<file path="src/rtl/pool_window_if.sv">
// pool_window_if: pixel-in / window-out stream handshake for the pooling window generator.
interface pool_window_if #(
  parameter int BITWIDTH = 8,
  parameter int SCALE    = 2
);
  logic                           in_valid;
  logic                           in_ready;
  logic [BITWIDTH-1:0]            in_data;
  logic                           out_valid;
  logic                           out_ready;
  logic [BITWIDTH*SCALE*SCALE-1:0] out_data;
  logic                           frame_done;
  modport master (
    output in_valid, in_data, out_ready,
    input  in_ready, out_valid, out_data, frame_done
  );
  modport slave (
    input  in_valid, in_data, out_ready,
    output in_ready, out_valid, out_data, frame_done
  );
endinterface

</file>
<file path="src/rtl/pool_window_gen.sv">
// pool_window_gen: buffers SCALE-1 rows of a raster pixel stream and emits non-overlapping SCALExSCALE windows.
module pool_window_gen #(
  parameter int BITWIDTH = 8,
  parameter int SCALE    = 2,
  parameter int IMG_W    = 8,
  parameter int IMG_H    = 8
) (
  input logic         clk,
  input logic         rst_n,
  pool_window_if.slave s
);
  localparam int CW = $clog2(IMG_W);
  localparam int RW = $clog2(IMG_H);
  localparam int SW = $clog2(SCALE);
  localparam int LD = (SCALE - 1) * IMG_W;
  localparam int AW = (LD > 1) ? $clog2(LD) : 1;
  localparam int OW = BITWIDTH * SCALE * SCALE;
  logic [CW-1:0]       col;
  logic [RW-1:0]       row;
  logic [SW-1:0]       wc, br;
  logic                out_valid;
  logic [OW-1:0]       out_data;
  logic                frame_done;
  logic [BITWIDTH-1:0] lb [LD];
  logic [BITWIDTH-1:0] acc [SCALE][SCALE];
  logic [BITWIDTH-1:0] colv [SCALE];
  logic [OW-1:0]       win_nxt;
  logic                accept, emit, last_col, last_row, win_done;
  assign s.in_ready   = !out_valid || s.out_ready;
  assign s.out_valid  = out_valid;
  assign s.out_data   = out_data;
  assign s.frame_done = frame_done;
  assign accept   = s.in_valid && s.in_ready;
  assign emit     = br == SW'(SCALE - 1);
  assign last_col = col == CW'(IMG_W - 1);
  assign last_row = row == RW'(IMG_H - 1);
  assign win_done = accept && emit && wc == SW'(SCALE - 1);
  // Current window column: buffered band rows above, live pixel at the bottom.
  for (genvar g = 0; g < SCALE; g++) begin : g_col
    if (g < SCALE - 1) begin : g_buf
      assign colv[g] = lb[AW'(g * IMG_W) + AW'(col)];
    end else begin : g_live
      assign colv[g] = s.in_data;
    end
  end
  always_comb begin
    win_nxt = '0;
    for (int r = 0; r < SCALE; r++)
      for (int c = 0; c < SCALE; c++)
        win_nxt[(r*SCALE+c)*BITWIDTH +: BITWIDTH] = (c == SCALE - 1) ? colv[r] : acc[r][c];
  end
  always_ff @(posedge clk or negedge rst_n) begin
    if (!rst_n) begin
      col        <= '0;
      row        <= '0;
      wc         <= '0;
      br         <= '0;
      out_valid  <= 1'b0;
      out_data   <= '0;
      frame_done <= 1'b0;
    end else begin
      frame_done <= accept && last_col && last_row;
      if (accept) begin
        col <= last_col ? '0 : col + 1'b1;
        wc  <= (wc == SW'(SCALE - 1)) ? '0 : wc + 1'b1;
        if (last_col) begin
          row <= last_row ? '0 : row + 1'b1;
          br  <= emit ? '0 : br + 1'b1;
        end
      end
      if (win_done) begin
        out_data  <= win_nxt;
        out_valid <= 1'b1;
      end else if (s.out_ready) begin
        out_valid <= 1'b0;
      end
    end
  end
  // Storage only: never observed until rewritten after reset, so no reset needed.
  always_ff @(posedge clk) begin
    if (accept && !emit)
      lb[AW'(br) * AW'(IMG_W) + AW'(col)] <= s.in_data;
    if (accept && emit)
      for (int r = 0; r < SCALE; r++)
        acc[r][wc] <= colv[r];
  end
endmodule
</file>
<file path="src/flat_wrapper.sv">
// flat-port wrapper written by rule: the top's interface ports become plain ports
module pool_window_gen_flat 
#(
  parameter int BITWIDTH = 8,
  parameter int SCALE    = 2,
  parameter int IMG_W    = 8,
  parameter int IMG_H    = 8
)
  (clk, rst_n, s_in_valid, s_in_data, s_out_ready, s_in_ready, s_out_valid, s_out_data, s_frame_done);
  pool_window_if #(.BITWIDTH(BITWIDTH), .SCALE(SCALE)) s_i ();
  input logic clk;
  input logic rst_n;
  input wire logic [$bits(s_i.in_valid)-1:0] s_in_valid;
  input wire logic [$bits(s_i.in_data)-1:0] s_in_data;
  input wire logic [$bits(s_i.out_ready)-1:0] s_out_ready;
  output wire logic [$bits(s_i.in_ready)-1:0] s_in_ready;
  output wire logic [$bits(s_i.out_valid)-1:0] s_out_valid;
  output wire logic [$bits(s_i.out_data)-1:0] s_out_data;
  output wire logic [$bits(s_i.frame_done)-1:0] s_frame_done;
  assign s_i.in_valid = s_in_valid;
  assign s_i.in_data = s_in_data;
  assign s_i.out_ready = s_out_ready;
  assign s_in_ready = s_i.in_ready;
  assign s_out_valid = s_i.out_valid;
  assign s_out_data = s_i.out_data;
  assign s_frame_done = s_i.frame_done;
  pool_window_gen #(.BITWIDTH(BITWIDTH), .SCALE(SCALE), .IMG_W(IMG_W), .IMG_H(IMG_H)) u_core (.clk(clk), .rst_n(rst_n), .s(s_i));
endmodule
</file>
<file path="config.mk">
export PLATFORM = sky130hd
export DESIGN_NAME = pool_window_gen_flat
export DESIGN_NICKNAME = d
export VERILOG_FILES = /design/src/rtl/pool_window_if.sv /design/src/rtl/pool_window_gen.sv /design/src/flat_wrapper.sv
export SDC_FILE = /design/constraint.sdc
export NUM_CORES = 1
export LEC_CHECK = 0
export ABC_CLOCK_PERIOD_IN_PS = 2500
export BUFFER_PORTS_ARGS = -buffer_cell sky130_fd_sc_hd__buf_2
export CORE_MARGIN = 5
export CORE_UTILIZATION = 58
export CTS_CLUSTER_DIAMETER = 100
export DETAILED_ROUTE_END_ITERATION = 8
export PLACE_DENSITY = 0.88
export SKIP_CTS_REPAIR_TIMING = 1
export SYNTH_ARGS = -nofsm -noshare
export SYNTH_HDL_FRONTEND = slang
export SYNTH_SLANG_ARGS = --single-unit
export TNS_END_PERCENT = 5
</file>
<file path="constraint.sdc">
create_clock -name clk -period 2.5 [get_ports clk]
set_input_delay 0.5 -clock clk [delete_from_list [all_inputs] [get_ports clk]]
set_output_delay 0.5 -clock clk [all_outputs]
set_load 0.03 [all_outputs]
</file>
; ---- Word level (Yosys, flattened, before mapping)
; Memory sizes are Yosys's and may differ from the RTL's. A register that Yosys moved wholly into a read port is not among the register bits.
; Cells that the tools add are included.
[op_classes]
add_sub_neg = 4
n_reduce_logical = 14
magnitude_cmp = 2
mux = 12
n_bitwise = 1
n_eq_ne = 2
[op_table]
columns = operator, n
row1 = $mux 16, 1
row2 = $demux 8 s1, 1
row3 = $mux 8, 1
row4 = $logic_and 1x1->1, 7
row5 = $mux 1, 7
row6 = $add 3x1->3 const B, 2
row7 = $eq 3x3->1 const B, 2
row8 = $mux 3, 2
row9 = $logic_not 1->1, 4
row10 = $add 1x1->1 const B, 2
row11 = $ge 2x2->1 const B, 1
row12 = $lt 2x1->1 const B, 1
row13 = $not 1->2, 1
row14 = $reduce_and 2->1, 1
row15 = $reduce_bool 2->1, 1
row16 = $logic_or 1x1->1, 1
[totals]
memories = 2
ram_bits = 96
inputBits = 12
wordCells = 44
ff_bits = 42
output_inout_bits = 35
[memory_table]
columns = memory, words, width, read_ports, rd_ports_with_merged_regs, write_ports, line
row1 = u_core.lb, 8, 8, 1, 0, 1, pool_window_gen.sv:24  ; logic [BITWIDTH-1:0] lb [LD];
row2 = u_core.acc, 2, 16, 2, 2, 2, pool_window_gen.sv:25  ; logic [BITWIDTH-1:0] acc [SCALE][SCALE];

; ---- Depth between registers and ports, before layout
; Gate-level depths: netlist (run 1).
[logic_depth]
depth_word = 6
depth_mapped = 6
ltp_nobuf = 4

; ---- Least setup slack after synthesis (run 1)
; No wires, ideal clock.
[synth_timing]
path_type = input -> register
from = input s_out_ready
to = memory u_core.acc[0][10] (netlist name) (enable)
path_slack_ns = -0.263
arrival_ns = 2.350
setup_ns = 0.413
cell_stages = 3
t_required_ns = 2.087
path_cell_list = nand2b_1 -> nand2_1 -> nor3b_1
[synth_rtl]
columns = item, line
row1 = "start, declared", flat_wrapper.sv:15  ; input wire logic [$bits(s_i.out_ready)-1:0] s_out_ready;
row2 = "end, declared", pool_window_gen.sv:25

; ---- Worst setup path after layout (run 1)
[layout_timing]
from = register u_core.col[1]
to = memory u_core.lb[0][7] (enable)
[layout_rtl]
columns = item, line
row1 = "start, declared", pool_window_gen.sv:18  ; logic [CW-1:0] col;
row2 = "start signal, assigned", pool_window_gen.sv:64  ; col <= last_col ? '0 : col + 1'b1;
row3 = "end, declared", pool_window_gen.sv:24
; No word-level cell before the write port.

==> results of run 1 <==
[sequential cells by signal, indices dropped and copies added (netlist names)]
name,count
u_core.s.out_data,32
u_core.row,3
u_core.lb,64
u_core.s.out_valid,1
u_core.wc,1
u_core.s.frame_done,1
u_core.br,1
u_core.col,3
u_core.acc,16
[critical path: cells and delay by family (launching register included)]
family | cells | cell delay [ns]
flops | 1 | 0.61
buf+inv | 1 | 0.24
simple gates | 2 | 0.98
[cell families after synthesis]
group | synth area share (%)
xor gates and xnor gates | 0.377
DFF | 74.2
buffers and inverters | 1.99
adders and majority gates | 1.08
muxes | 13.3
and+or+nand+nor | 4.49
AOI/OAI and AO/OA | 4.54
[power breakdown]
part | switching [mW] | internal (mW) | leakage, nW
clock | 0.854 | 1.55 | 0.289
combinational | 1.50 | 0.948 | 0.722
sequential | 0.300 | 2.71 | 1.23
[worst min path at each step]
stage,to,slack (ns),cells after the start
2_1_floorplan,u_core.br$_DFFE_PN0P_,0.20,0
3_5_place_dp,u_core.s.out_data[19]$_DFFE_PN0P_,0.47,1
4_1_cts,u_core.s.out_data[8]$_DFFE_PN0P_,0.04,1
5_1_grt,u_core.s.out_data[8]$_DFFE_PN0P_,0.07,1
6_report,u_core.s.out_data[8]$_DFFE_PN0P_,0.03,1
3_3_place_gp,u_core.s.out_data[16]$_DFFE_PN0P_,0.46,1
[placed cells by master (no fill, tap or decap), types with 4 or more instances in the layout]
cell | netlist | routed
nand2_1 | 9 | 9
mux2i_1 | 9 | 9
o21ai_0 | 5 | 5
mux2_2 | 43 | 43
buf_4 | 8 | 18
clkbuf_16 | 0 | 19
dfrtp_1 | 42 | 42
buf_2 | 2 | 46
a221o_1 | 6 | 6
edfxtp_1 | 80 | 80
nor2_1 | 8 | 8
nand2b_1 | 4 | 4
a221oi_1 | 5 | 5
ha_1 | 4 | 4
[cell type report]
cell class	instances	area share, %
multi-input combinational	126	19.5
tap	102	2.24
clock buffer	24	9.20
clock inverter	8	1.36
sequential	122	60.6
timing repair buffer	65	6.77
inverter	4	0.264
[routing by layer]
layer,GRT usage [%],vias to the layer above,wire (um)
li1,-,1167,-
met1,25.8,1326,3770
met2,34.9,139,5030
met3,7.15,17,784
met4,8.72,0,155
met5,0,-,0
==> results.cfg, run 1 <==
[global_route]
grt_max_degree = 34
grt_remaining_overflow = 0
gr-usage-all-layers_pct = 21.2
antenna_found_initial = 0
grt_pass1_vias = 2795
grt_pass1_wl_um = 15300

[yosys]
ys_warn_count = 0
synth_edf_count = 80
synthArstFlopShare_pct = 34.4
netlist_area_um2 = 4650
synth_most_common_cell = edfxtp_1
syn_nets = 280
yosys-top-cells-count = edfxtp_1, mux2_2, dfrtp_1, mux2i_1, nand2_1
synth_largest_area_cell = edfxtp_1
synth_top_area_share_pct = 51.6
seq_area_frac_synth_pct = 74.2
syn_avg_cell_area_um2 = 17.6
synth_ff_type = edfxtp_1
synth-seq-cells = 122
synth_cell_types = 35
synth_area_leaders = edfxtp_1, dfrtp_1, mux2_2, mux2i_1, a221o_1
syn_inst = 264

[power_and_ir_drop]
finalPower_mw = 7.85
vdd_drop_max_mv = 0.574
p_leak_nw = 2.24
power_density_nw_per_um2 = 1380

[finish]
syn2layout_area_growth_pct = 22.4
fin_area_um2 = 5700
fillCellCount = 434
regArea_um2 = 3450
n_antenna_cell = 0
nNetsFinal = 352
multi_input_area_um2 = 1110
stdcell_count = 451
utilization_pct = 73.3
drive_above_1_share_pct = 41.3

[placement]
post-place-ws_ns = 0.434
dp.cells = 419
place_congestion = 0.815
hpwl_um = 5780
io_buffers = 46
placed_area_um2 = 5090

[timing]
fin_ws_ns = 0.368
relSlewSlack_pct = 52.8
final-setup-viol-count = 0
max_freq_mhz = 469
rsz0062_at_grt = false
report.final.slew_viol_count = 0
hold_viol = 0
timing.final.crit_share_pct = 85.3
hold_ws_ns = 0.0271
finClkSkew_ns = 0.0172
tns_ns = 0
fin_crit_ns = 2.13
worst_slew_pin_slew_ns = 0.708

[routing]
wl_um = 9730
vias = 2649
drtIter0Drc = 350
viasPerCell = 5.87
final_antenna_net_count = 0
dr.pass1.iters = 5
route.detailed.wl_per_inst_um = 21.6
post-route-drc-count = 0

[worst_setup_path]
critPathSlowestCell = dfrtp_1
crit_path_start = u_core.col[1]$_DFFE_PN0N_
reg2reg_to = u_core.lb[0][7]$_DFFE_PP_
endpoint_kind = register
crit_chain = nor2_1 -> nor4b_1 -> buf_4
r2r-start = u_core.col[1]$_DFFE_PN0N_
r2r_cells = 3
crit_end = u_core.lb[0][7]$_DFFE_PP_
critPathMaxStageDelay_ns = 0.61
path_class = register to register
worst_ep_required_time_ns = 2.73
crit_path_start_kind = register
arrival_ns = 2.36
cp_max_fo = 17
r2r_slack_ns = 0.37

[clock_network]
cts_tree = yes
clk_pin_slew_ns = 0.06
root_buffer = clkbuf_8
htreeDepth = 4
cts_made_buffers = 17
clock_sinks = 122
clk_latency_ns = 0.53
cts_max_path_buffers = 2

[floorplanning]
placementRows = 32
start_util_pct = 59.9
coreArea_um2 = 7770
die_w_um = 99.6
fp.dieArea_um2 = 9910
io_pins = 47
die_y_um = 99.6

[hold_path]
min_path_type = input pin to async pin

[job]
cap_violations = 0

[status]
outcome = finished, final reports clean
Power figures use the tool's default switching activity.
==> run 2, diff against run 1 <==
CORE_MARGIN = not set   (was 5)
REMOVE_ABC_BUFFERS = 1   (was not set)
==> run 2 against run 1 <==
  * Global-route usage rose by 3.9 points
  * Cell count rose by 0.44%
  * Sequential power barely moved
  * Sequential share of layout area rose by 0.28 points
  * Clock power fell by 5%
  * Critical endpoint is now u_core.lb[3][7]$_DFFE_PP_
  * Critical path depth rose by 1
==> results.cfg, run 2 (synthesis gave the netlist of run 1 again) <==
[status]
outcome = finished, final reports clean

[timing]
rsz0062_at_grt = false
report.final.slew_viol_count = 0
relSlewSlack_pct = 36.6
hold_viol = 0
worst_slew_pin_slew_ns = 0.951
max_freq_mhz = 477
finClkSkew_ns = 0.00567
fin_crit_ns = 2.10
final-setup-viol-count = 0
timing.final.crit_share_pct = 83.9

[clock_network]
htreeDepth = 4
root_buffer = clkbuf_8
cts_made_buffers = 17
clk_latency_ns = 0.51
clock_sinks = 122
cts_max_path_buffers = 2
cts_tree = yes
clk_pin_slew_ns = 0.06

[power_and_ir_drop]
vdd_drop_max_mv = 0.805
p_leak_nw = 2.24
power_density_nw_per_um2 = 1350

[global_route]
busiest_layer = met2
use_met1_pct = 31.9
grt_util_met3_pct = 9.05
grt_pass1_vias = 2708
grt_pass1_wl_um = 14800
met2_usage_pct = 39.3
antenna_found_initial = 0
grt_remaining_overflow = 0
gr-usage-all-layers_pct = 25.1
grt_max_degree = 43

[routing]
final_antenna_net_count = 0
wl_um = 9310
dr.pass1.iters = 4
drtIter0Drc = 232
viasPerCell = 5.86
route.detailed.wl_per_inst_um = 20.5
post-route-drc-count = 0
vias = 2655

[worst_setup_path]
worst_ep_required_time_ns = 2.72
r2r-start = u_core.col[0]$_DFFE_PN0N_
endpoint_kind = register
path_class = register to register
arrival_ns = 2.32
reg2reg_to = u_core.lb[3][7]$_DFFE_PP_
r2r_slack_ns = 0.40
r2r_cells = 4
crit_path_start_kind = register
cp_max_fo = 13

[finish]
layout_common_cells = edfxtp_1, buf_2, mux2_2, dfrtp_1, buf_4
drive_above_1_share_pct = 41.6
fin_area_um2 = 5670
final_common_cell = edfxtp_1
nNetsFinal = 356
top_register = u_core.lb
largest_reg_flops = 64
syn2layout_area_growth_pct = 21.8
n_antenna_cell = 0
utilization_pct = 73.4
fillCellCount = 460
top_regs = u_core.lb x64, u_core.s.out_data x32, u_core.acc x16

[floorplanning]
die_y_um = 91.6
die_w_um = 91.6
coreArea_um2 = 7730
io_pins = 47
placementRows = 32
fp.dieArea_um2 = 8390
start_util_pct = 60.2

[placement]
placed_area_um2 = 5110
io_buffers = 46
hpwl_um = 5750
place_congestion = 0.818

[job]
cap_violations = 0

[hold_path]
min_path_type = input pin to async pin
## run 2: changes by cell type in the layout (fill, tap and decap cells not counted)
| cell | previous run | this run |
|---|---|---|
| clkbuf_8 | 3 | 4 |
| inv_4 | 1 | 0 |
| clkinv_4 | 1 | 0 |
| clkinvlp_4 | 3 | 2 |
| buf_4 | 18 | 23 |
| clkinv_2 | 2 | 4 |
| bufinv_16 | 1 | 2 |
| buf_12 | 1 | 0 |
| clkbuf_16 | 19 | 16 |
## run 2: final cells by class
| cell class | count | area (um^2) | area share (%) |
|---|---|---|---|
| Sequential cell | 122 | 3450 | 60.9 |
| Multi-Input combinational cell | 126 | 1110 | 19.6 |
| Clock buffer | 22 | 463 | 8.17 |
| Timing Repair Buffer | 69 | 403 | 7.11 |
| Tap cell | 102 | 128 | 2.25 |
| Clock inverter | 8 | 95.1 | 1.68 |
| Inverter | 4 | 15.0 | 0.265 |
## run 2: stage by stage
step	power (mW)	hold slack [ns]	TNS, ns	worst slack (ns)	std cells
3_5_place_dp	5.38	0.464	0	0.495	423
6_report	7.66	0.139	0	0.403	453
4_1_cts	7.71	0.164	0	0.437	453
2_1_floorplan	4.58	0.204	-4.21	-0.263	252
5_1_grt	8.00	0.212	0	0.329	453
3_3_place_gp	5.27	0.457	0	0.498	423
## run 2: worst max-delay path: stages (launching register included)
cell and delay, ns:
dfrtp_1 0.60, buf_4 0.26, nand2_1 0.21, nor4_1 0.49, buf_4 0.24
## run 2: worst max path at each step
stage / start / to / slack, ns / cells after the start
floorplan: s_out_ready / u_core.acc[0][10]$_DFFE_PP_ / -0.26 / 3
global placement: u_core.col[0]$_DFFE_PN0N_ / u_core.lb[3][1]$_DFFE_PP_ / 0.50 / 4
detailed placement: u_core.col[0]$_DFFE_PN0N_ / u_core.lb[3][1]$_DFFE_PP_ / 0.50 / 4
CTS: u_core.col[0]$_DFFE_PN0N_ / u_core.lb[2][4]$_DFFE_PP_ / 0.44 / 4
global route: u_core.col[0]$_DFFE_PN0N_ / u_core.lb[3][3]$_DFFE_PP_ / 0.33 / 4
finish: u_core.col[0]$_DFFE_PN0N_ / u_core.lb[3][7]$_DFFE_PP_ / 0.40 / 4
## run 2: where the power goes
group          leakage [nW]  switching [mW]  internal [mW]  total [mW]
combinational         0.738            1.48          0.937        2.41
sequential             1.23           0.271           2.71        2.98
clock                 0.272           0.795           1.48        2.27
total                  2.24            2.54           5.12        7.66
## run 2: layer usage
| layer | share of wire, % | wire length (um) |
|---|---|---|
| met1 | 38 | 3540 |
| met2 | 53 | 4900 |
| met3 | 7.1 | 665 |
| met4 | 2.2 | 204 |
| met5 | 0 | 0 |
==> run 3, diff against run 2 <==
ABC_AREA = 1   (was not set)
ABC_CLOCK_PERIOD_IN_PS = 1700   (was 2500)
CORE_UTILIZATION = 53   (was 58)
PLACE_DENSITY = 0.84   (was 0.88)
clock period = 1.7 ns   (was 2.5 ns; I/O delays follow)
==> run 3 against run 2 <==
  * The flow now finishes with violations (DRC)
  * Largest power group unchanged
  * Wire length is 10% higher
  * Core utilization is 7.1 points lower
  * Die area is 14% higher
  * Flip-flop and latch count stayed put
  * Sequential share of layout area is 1.7 points lower
  * Total power is 45% higher
  * Cell count is 37% higher
  * Clock skew is 0.0036 ns higher
  * Sequential power is 42% higher
  * Combinational power is 50% higher
  * Critical path depth is 6 higher
  * Worst setup slack worse by 0.34 ns
==> results.cfg, run 3 <==
[status]
outcome = finished, violations left
violations = DRC

[finish]
fillCellCount = 628
syn2layout_area_growth_pct = 20.3
nNetsFinal = 517
largest_reg_flops = 64
multi_input_area_um2 = 1220
drive_above_1_share_pct = 21.4
layout_common_cells = nand2_1, edfxtp_1, buf_2, dfrtp_1, buf_4
regArea_um2 = 3450
top_register = u_core.lb
n_antenna_cell = 0
top_regs = u_core.lb x64, u_core.s.out_data x32, u_core.acc x16
final_common_cell = nand2_1

[routing]
wl_um = 10200
final_antenna_net_count = 0
route.detailed.wl_per_inst_um = 16.5
vias = 3358
drtIter0Drc = 259
post-route-drc-count = 12
dr.pass1.iters = 8
viasPerCell = 5.40

[timing]
hold_viol = 0
finClkSkew_ns = 0.00926
relSlewSlack_pct = 64.9
report.final.slew_viol_count = 0
timing.final.crit_share_pct = 96.5
rsz0062_at_grt = true
final-setup-viol-count = 0
max_freq_mhz = 610
worst_slew_pin_slew_ns = 0.527
fin_crit_ns = 1.64
tns_ns = 0
hold_ws_ns = 0.0841

[worst_setup_path]
cp_max_fo = 26
crit_path_start_kind = register
reg2reg_to = u_core.s.out_data[13]$_DFFE_PN0P_
crit_path_start = u_core.col[0]$_DFFE_PN0N_
r2r_slack_ns = 0.06
r2r-start = u_core.col[0]$_DFFE_PN0N_
path_class = register to register
endpoint_kind = register
r2r_cells = 10
arrival_ns = 2.10
worst_ep_required_time_ns = 2.16

[yosys]
seq_area_frac_synth_pct = 71.2
synth-seq-cells = 122
synth_edf_count = 80
ys_warn_count = 0
synth_most_common_cell = nand2_1
synthArstFlopShare_pct = 34.4
synth_area_leaders = edfxtp_1, dfrtp_1, nand2_1, nand4_1, nand3_1
synth_cell_types = 21
synth_largest_area_cell = edfxtp_1
yosys-top-cells-count = nand2_1, edfxtp_1, dfrtp_1, nand4_1, nand3_1
synth_top_area_share_pct = 49.5
synth_ff_type = edfxtp_1
netlist_area_um2 = 4850
syn_inst = 435
syn_avg_cell_area_um2 = 11.2

[power_and_ir_drop]
p_leak_nw = 2.66
power_density_nw_per_um2 = 1910
vdd_drop_max_mv = 0.770
finalPower_mw = 11.1

[floorplanning]
start_util_pct = 55.1
fp.dieArea_um2 = 9540
die_w_um = 97.7
coreArea_um2 = 8810
io_pins = 47
placementRows = 34
die_y_um = 97.7

[hold_path]
min_path_cells = 4
min_to = u_core.s.out_valid$_DFFE_PN0P_
min_path_type = input pin to register
hold_start = s_out_ready

[placement]
io_buffers = 46
hpwl_um = 6250
place_congestion = 0.866

[clock_network]
cts_made_buffers = 17
cts_max_path_buffers = 2
clk_pin_slew_ns = 0.06
cts_tree = yes
htreeDepth = 4
clock_sinks = 122
clk_latency_ns = 0.52
root_buffer = clkbuf_8

[job]
cap_violations = 0

[global_route]
grt_pass1_vias = 3356
antenna_found_initial = 0
grt_remaining_overflow = 0
grt_pass1_wl_um = 16600
gr-usage-all-layers_pct = 23.4
grt_max_degree = 43
## run 3: cell types whose count changed after synthesis, sizes merged, moves of 4 or more
cell | previous run | this run
nand4 | 0 | 16
buf | 10 | 20
nand2b | 4 | 0
nand3 | 3 | 15
nor4 | 3 | 8
inv | 4 | 12
mux2 | 43 | 0
nor2 | 8 | 14
nand2 | 9 | 214
a221o | 6 | 0
mux2i | 9 | 0
a221oi | 5 | 0
## run 3: cells by family (layout without fill, tap and decap cells)
| family | count (synthesis) | in the layout | synth area share, % |
|---|---|---|---|
| compound gates | 6 | 6 | 0.670 |
| fa+ha+maj | 4 | 4 | 1.03 |
| buf+inv | 33 | 112 | 4.07 |
| flops | 122 | 122 | 71.2 |
| simple gates | 269 | 269 | 22.9 |
| xor+xnor | 1 | 1 | 0.181 |
## run 3: worst max path at each step
stage	endpoint
5_1_grt	u_core.s.out_data[13]$_DFFE_PN0P_
3_5_place_dp	u_core.lb[4][0]$_DFFE_PP_
2_1_floorplan	u_core.lb[3][0]$_DFFE_PP_
4_1_cts	u_core.br$_DFFE_PN0P_
3_3_place_gp	u_core.lb[0][7]$_DFFE_PP_
6_report	u_core.s.out_data[13]$_DFFE_PN0P_
## run 3: per-layer routing
layer	up-vias	wire (um)	global-route usage, %	part of all wire [%]
li1	1587	-	-	-
met1	1613	4320	28.4	42
met2	132	5130	39.0	50
met3	26	536	6.33	5.2
met4	0	243	10.8	2.4
met5	-	0	0	0
## run 3: critical path, cell delays in order, from the launching register on
cell and delay (ns):
dfrtp_1 0.43, inv_2 0.37, buf_4 0.23, nand2_1 0.05
nand2_1 0.07, nand2_1 0.05, nand2_1 0.05, nand2_1 0.05
nand2_1 0.14, nand2_1 0.07, nand2_1 0.06
## run 3: through the flow
stage / util, % / setup WS, ns / instance area (um^2) / cells
2_1_floorplan: - / -0.963 / 4700 / 414
3_3_place_gp: 59.6 / 0.0719 / 5250 / 589
3_5_place_dp: 59.6 / 0.0281 / 5250 / 589
4_1_cts: 66.0 / 0.0328 / 5810 / 621
5_1_grt: 66.3 / -0.0511 / 5840 / 622
6_report: 66.3 / 0.0599 / 5840 / 622
## run 3: report_power, final
group	internal (mW)	total [mW]	switching, mW
Sequential	3.91	4.23	0.323
Clock	1.95	3.29	1.34
Combinational	1.04	3.61	2.57
Total	6.90	11.1	4.23
## run 3: layout make-up
cell class              count  area share (%)
flip-flops and latches    122            59.2
multi-input cells         280            20.9
clock buffers              19            7.76
repair buffers             68            7.25
well taps                 108            2.32
clock inverters            13            1.80
inverters                  12           0.772
